$ cat src/rtl/spi_flash_arbiter.sv
// Round-robin, whole-transaction arbiter sharing one SPI flash port between several SPI hosts.
// A chip-select idle gap separates consecutive owners; an optional hold watchdog revokes a
// host that keeps the flash for too long.
module spi_flash_arbiter #(
    parameter int unsigned NumReq        = 2,
    parameter int unsigned CsGapCycles   = 4,
    parameter int unsigned MaxHoldCycles = 0
) (
    input  logic                      clk_i,
    input  logic                      rst_ni,
    input  logic [NumReq-1:0]         req_i,
    output logic [NumReq-1:0]         gnt_o,
    input  logic [NumReq-1:0]         sck_i,
    input  logic [NumReq-1:0]         copi_i,
    input  logic [NumReq-1:0]         cs_ni,
    output logic [NumReq-1:0]         cipo_o,
    output logic                      spi_sck_o,
    output logic                      spi_copi_o,
    output logic                      spi_cs_no,
    input  logic                      spi_cipo_i,
    output logic                      timeout_o,
    output logic [$clog2(NumReq)-1:0] timeout_id_o
);

    localparam int unsigned IdxW  = $clog2(NumReq);
    localparam int unsigned HoldW = (MaxHoldCycles > 0) ? $clog2(MaxHoldCycles + 1) : 1;
    localparam int unsigned GapW  = (CsGapCycles > 0) ? $clog2(CsGapCycles + 1) : 1;
    localparam bit          WdEn  = (MaxHoldCycles > 0);

    localparam logic [HoldW-1:0] HoldMax = HoldW'(MaxHoldCycles);
    localparam logic [GapW-1:0]  GapLast = GapW'((CsGapCycles > 0) ? CsGapCycles - 1 : 0);

    typedef enum logic [1:0] {StIdle, StActive, StGap} state_e;

    // With no gap configured, a finished owner hands straight back to arbitration.
    localparam state_e StAfter = (CsGapCycles == 0) ? StIdle : StGap;

    state_e            state_q, state_d;
    logic [NumReq-1:0] gnt_q, gnt_d;
    logic [IdxW-1:0]   gnt_idx_q, gnt_idx_d;
    logic [IdxW-1:0]   ptr_q, ptr_d;
    logic [NumReq-1:0] mask_q, mask_d;
    logic [HoldW-1:0]  hold_cnt_q, hold_cnt_d;
    logic [GapW-1:0]   gap_cnt_q, gap_cnt_d;
    logic              timeout_q, timeout_d;
    logic [IdxW-1:0]   timeout_id_q, timeout_id_d;

    logic [NumReq-1:0] eligible;
    logic              win_found;
    logic [IdxW-1:0]   win_idx;
    logic [IdxW-1:0]   cand;
    logic              release_req;
    logic [HoldW-1:0]  hold_inc;

    function automatic logic [IdxW-1:0] wrap_idx(input int unsigned v);
        return IdxW'(v % NumReq);
    endfunction

    // Pick the first eligible requester at or after the pointer, wrapping around.
    always_comb begin
        eligible  = req_i & ~mask_q;
        win_found = 1'b0;
        win_idx   = '0;
        cand      = '0;
        for (int unsigned k = 0; k < NumReq; k++) begin
            cand = wrap_idx(32'(ptr_q) + k);
            if (!win_found && eligible[cand]) begin
                win_found = 1'b1;
                win_idx   = cand;
            end
        end
    end

    // Release needs both the request dropped and the host's CS back high.
    always_comb begin
        release_req = ~(|(gnt_q & req_i)) & (|(gnt_q & cs_ni));
        hold_inc    = (hold_cnt_q == HoldMax) ? hold_cnt_q : hold_cnt_q + HoldW'(1);
    end

    // Next-state logic for the grant FSM, counters, mask and watchdog report.
    always_comb begin
        state_d      = state_q;
        gnt_d        = gnt_q;
        gnt_idx_d    = gnt_idx_q;
        ptr_d        = ptr_q;
        mask_d       = mask_q & req_i;
        hold_cnt_d   = hold_cnt_q;
        gap_cnt_d    = gap_cnt_q;
        timeout_d    = 1'b0;
        timeout_id_d = timeout_id_q;

        unique case (state_q)
            StIdle: begin
                if (win_found) begin
                    state_d    = StActive;
                    gnt_d      = NumReq'(1) << win_idx;
                    gnt_idx_d  = win_idx;
                    ptr_d      = wrap_idx(32'(win_idx) + 1);
                    hold_cnt_d = '0;
                end
            end
            StActive: begin
                if (release_req) begin
                    state_d   = StAfter;
                    gnt_d     = '0;
                    gap_cnt_d = '0;
                end else begin
                    hold_cnt_d = hold_inc;
                    if (WdEn && (hold_inc == HoldMax)) begin
                        state_d           = StAfter;
                        gnt_d             = '0;
                        gap_cnt_d         = '0;
                        timeout_d         = 1'b1;
                        timeout_id_d      = gnt_idx_q;
                        mask_d[gnt_idx_q] = 1'b1;
                    end
                end
            end
            StGap: begin
                if (gap_cnt_q == GapLast) begin
                    state_d = StIdle;
                end else begin
                    gap_cnt_d = gap_cnt_q + GapW'(1);
                end
            end
            default: state_d = StIdle;
        endcase
    end

    // State register with synchronous active-low reset.
    always_ff @(posedge clk_i) begin
        if (!rst_ni) begin
            state_q      <= StIdle;
            gnt_q        <= '0;
            gnt_idx_q    <= '0;
            ptr_q        <= '0;
            mask_q       <= '0;
            hold_cnt_q   <= '0;
            gap_cnt_q    <= '0;
            timeout_q    <= 1'b0;
            timeout_id_q <= '0;
        end else begin
            state_q      <= state_d;
            gnt_q        <= gnt_d;
            gnt_idx_q    <= gnt_idx_d;
            ptr_q        <= ptr_d;
            mask_q       <= mask_d;
            hold_cnt_q   <= hold_cnt_d;
            gap_cnt_q    <= gap_cnt_d;
            timeout_q    <= timeout_d;
            timeout_id_q <= timeout_id_d;
        end
    end

    // Data mux steered by the registered one-hot grant; all-zero grant parks the pads idle.
    always_comb begin
        spi_sck_o  = |(gnt_q & sck_i);
        spi_copi_o = |(gnt_q & copi_i);
        spi_cs_no  = ~(|(gnt_q & ~cs_ni));
        cipo_o     = gnt_q & {NumReq{spi_cipo_i}};
    end

    assign gnt_o        = gnt_q;
    assign timeout_o    = timeout_q;
    assign timeout_id_o = timeout_id_q;

endmodule

$ cat config.mk
export PLATFORM = sky130hd
export DESIGN_NAME = spi_flash_arbiter
export DESIGN_NICKNAME = d
export VERILOG_FILES = /design/src/rtl/spi_flash_arbiter.sv
export SDC_FILE = /design/constraint.sdc
export NUM_CORES = 1
export LEC_CHECK = 0
export ABC_AREA = 1
export BUFFER_PORTS_ARGS = -buffer_cell sky130_fd_sc_hd__buf_2
export CAP_MARGIN = 20
export CELL_PAD_IN_SITES_DETAIL_PLACEMENT = 0
export CELL_PAD_IN_SITES_GLOBAL_PLACEMENT = 1
export CORE_MARGIN = 2
export CORE_UTILIZATION = 31
export CTS_CLUSTER_DIAMETER = 120
export CTS_CLUSTER_SIZE = 10
export DETAILED_ROUTE_END_ITERATION = 12
export GPL_ROUTABILITY_DRIVEN = 1
export MAX_ROUTING_LAYER = met4
export PLACE_DENSITY = 0.72
export SLEW_MARGIN = 30
export SYNTH_ARGS = -nofsm -noshare
export SYNTH_HDL_FRONTEND = slang
export SYNTH_SLANG_ARGS = --single-unit
export TNS_END_PERCENT = 1
$ cat constraint.sdc
create_clock -name clk_i -period 1.5 [get_ports clk_i]
set_clock_uncertainty 0.05 [all_clocks]
set_input_delay 0.3 -clock clk_i [delete_from_list [all_inputs] [get_ports clk_i]]
set_output_delay 0.3 -clock clk_i [all_outputs]
set_load 0.05 [all_outputs]
==> flow_metrics.tcl <==
set metrics [dict create \
    cts_resized 2 \
    fillers 188 \
    drt-wirelength-per-cell_um 9.25 \
    hold_buffers 0 \
    yosysSeqAreaShare_pct 36.4 \
    cts_buffers 3 \
    r2r-start "gap_cnt_q[0]" \
    yosys_register_bits 10 \
    setup.worst_path.start "gnt_o[1]" \
    grt_overflow 0 \
    post_dp_cell_area_um2 644 \
    grt_pass1_vias 444 \
    rsz0062_at_grt "false" \
    cts_root_buf "clkbuf_4" \
    power.density_nw_per_um2 1090 \
    drc 0 \
    cpMaxStageDelayCell "dfxtp_2" \
    hold_path_class "input pin to register" \
    fp.dieW_um 46.1 \
    setup_viol 0 \
    ant_nets 0 \
    drtPass1Iterations 4 \
    initial_core_util_pct 32.5 \
    post_cts.repair.setup_buffers 0 \
    critPathMaxFanout 8 \
    ir_worst_vdd_v 0.000635 \
    synth.yosys.warnings 0 \
    cap_violations 0 \
    vias_per_cell 4.27 \
    synth.avg_cell_area_um2 6.62 \
    critPathMostFrequentCell "inv_1" \
    cts_sinks 10 \
    slowest_delay_ns 0.39 \
    layout_commonest_cell "nand2_1" \
    num_antenna_cells 0 \
    hold_start "req_i[0]" \
    fin_area_um2 686 \
    antenna_found_initial 0 \
    path_class "register to output port" \
    required_ns 1.15 \
    synthCells 83 \
    clk_latency_ns 0.26 \
    drive_above_1_share_pct 28.2 \
    grt_pass1_wl_mm 1.80 \
    mostFrequentLayoutCells "nand2_1, buf_2, inv_1, nor2_1, dfxtp_1" \
    gp_congestion 0.680 \
    finalMaxSlewViolations 0 \
    power_leakage_nw 0.364 \
    hold_ws_ns 0.225 \
    fmax_ghz 0.698 \
    synth_area_um2 549 \
    final.period_utilization_pct 95.5 \
    die_h_um 46.1 \
    ctsLongestPathBuffers 2 \
    io_pins 20 \
    worstPathCellList "inv_1 > o22ai_1 > inv_1 > buf_2" \
    arrival_ns 1.08 \
    cts_tree "yes" \
    setup_tns_ns 0 \
    period_needed_ns 1.43 \
    drt-initial-drc-count 8 \
    wirelength_mm 1.11 \
    end_kind "output port" \
    core_um2 1690 \
    cp-start-kind "register" \
    synth_cell_type_count 20 \
    rows 15 \
    syn_to_final_growth_pct 24.8 \
    groute.usage.overall_pct 12.5 \
    critPathTopFamily "flip-flops" \
    die_area_um2 2120 \
    status "finished clean" \
    portBuffers 17 \
    hold_viol_final 0 \
    num_vias 512 \
    dpl.hpwl_um 885 \
    clk_pin_slew_ns 0.07 \
    cts_max_level 1 \
    fin_nets 117 \
    grt_max_degree 9 \
    cp.buffers_inverters 3 \
]
==> path summary, 6_finish.rpt <==
kind / cells past startpoint / slack, ns / end
setup reg to reg: 8 / 0.20 / gap_cnt_q[1]
setup / recovery: 4 / 0.07 / spi_cs_no
hold reg to reg: 2 / 0.38 / mask_q[1]
hold / removal: 3 / 0.22 / mask_q[0]
==> routing by layer <==
layer / track usage (%) / vias up / share of wire (%)
li1: - / 295 / -
met1: 15.2 / 197 / 52
met2: 18.1 / 20 / 39
met3: 6.27 / 0 / 9.2
met4: 3.43 / 0 / 0
met5: - / - / 0
==> worst register-to-register path: stages (launching register included) <==
cell and delay [ns]:
dfxtp_1 0.33, ha_1 0.20, ha_1 0.17, inv_1 0.05, nand2_1 0.07, nand2_2 0.14, nand2_1 0.06, o21ai_1 0.07
nor2_1 0.05
==> power breakdown <==
group / internal [mW] / leakage (nW) / switching (mW)
Sequential: 0.286 / 0.0828 / 0.0193
Combinational: 0.0590 / 0.260 / 0.139
Clock: 0.147 / 0.0210 / 0.0968
==> per-stage QoR <==
stage	setup WS, ns	cells	power, mW	utilization [%]
6_report	0.0678	120	0.748	40.6
5_1_grt	0.00233	120	0.799	40.6
4_1_cts	0.0387	120	0.762	40.4
3_5_place_dp	0.198	116	0.509	38.1
3_3_place_gp	0.240	116	0.507	38.1
2_1_floorplan	0.000344	84	0.464	-
==> area by class of cell <==
class                           instances  area [um2]  share of cell area (%)
Clock buffer                            4        36.3                    5.29
Timing Repair Buffer                   17        85.1                    12.4
Multi-Input combinational cell         55         274                    40.0
Sequential cell                        10         205                    29.9
Tap cell                               17        21.3                    3.10
Inverter                               17        63.8                    9.31
==> kinds of logic (layout without fill, tap and decap cells) <==
kind of cell,after synthesis,in the layout,synth area share (%)
DFF,10,10,36.4
and+or+nand+nor,37,37,27.6
AOI/OAI and AO/OA,14,14,16.4
other,1,2,0.683
buffers and inverters,19,38,14.3
adders and majority gates,2,2,4.56
==> synth_stat cells, drive strengths merged <==
master | instances | share of area (%)
ha | 2 | 4.6
o22ai | 1 | 1.1
or2 | 1 | 1.1
o21ai | 3 | 3.4
nor2 | 9 | 6.1
inv | 17 | 12
nand2 | 25 | 18
conb | 1 | 0.68
a21oi | 6 | 5.5
nand3 | 2 | 2.7
o21bai | 1 | 1.4
buf | 2 | 2.7
o21a | 1 | 1.4
dfxtp | 10 | 36
a22o | 2 | 3.6
==> state kept, by name, indices dropped and copies added (netlist names) <==
register   cells
gap_cnt_q      3
gnt_o          2
mask_q         2
ptr_q          1
state_q        2
Note: power is estimated with default switching activity, not from simulation.
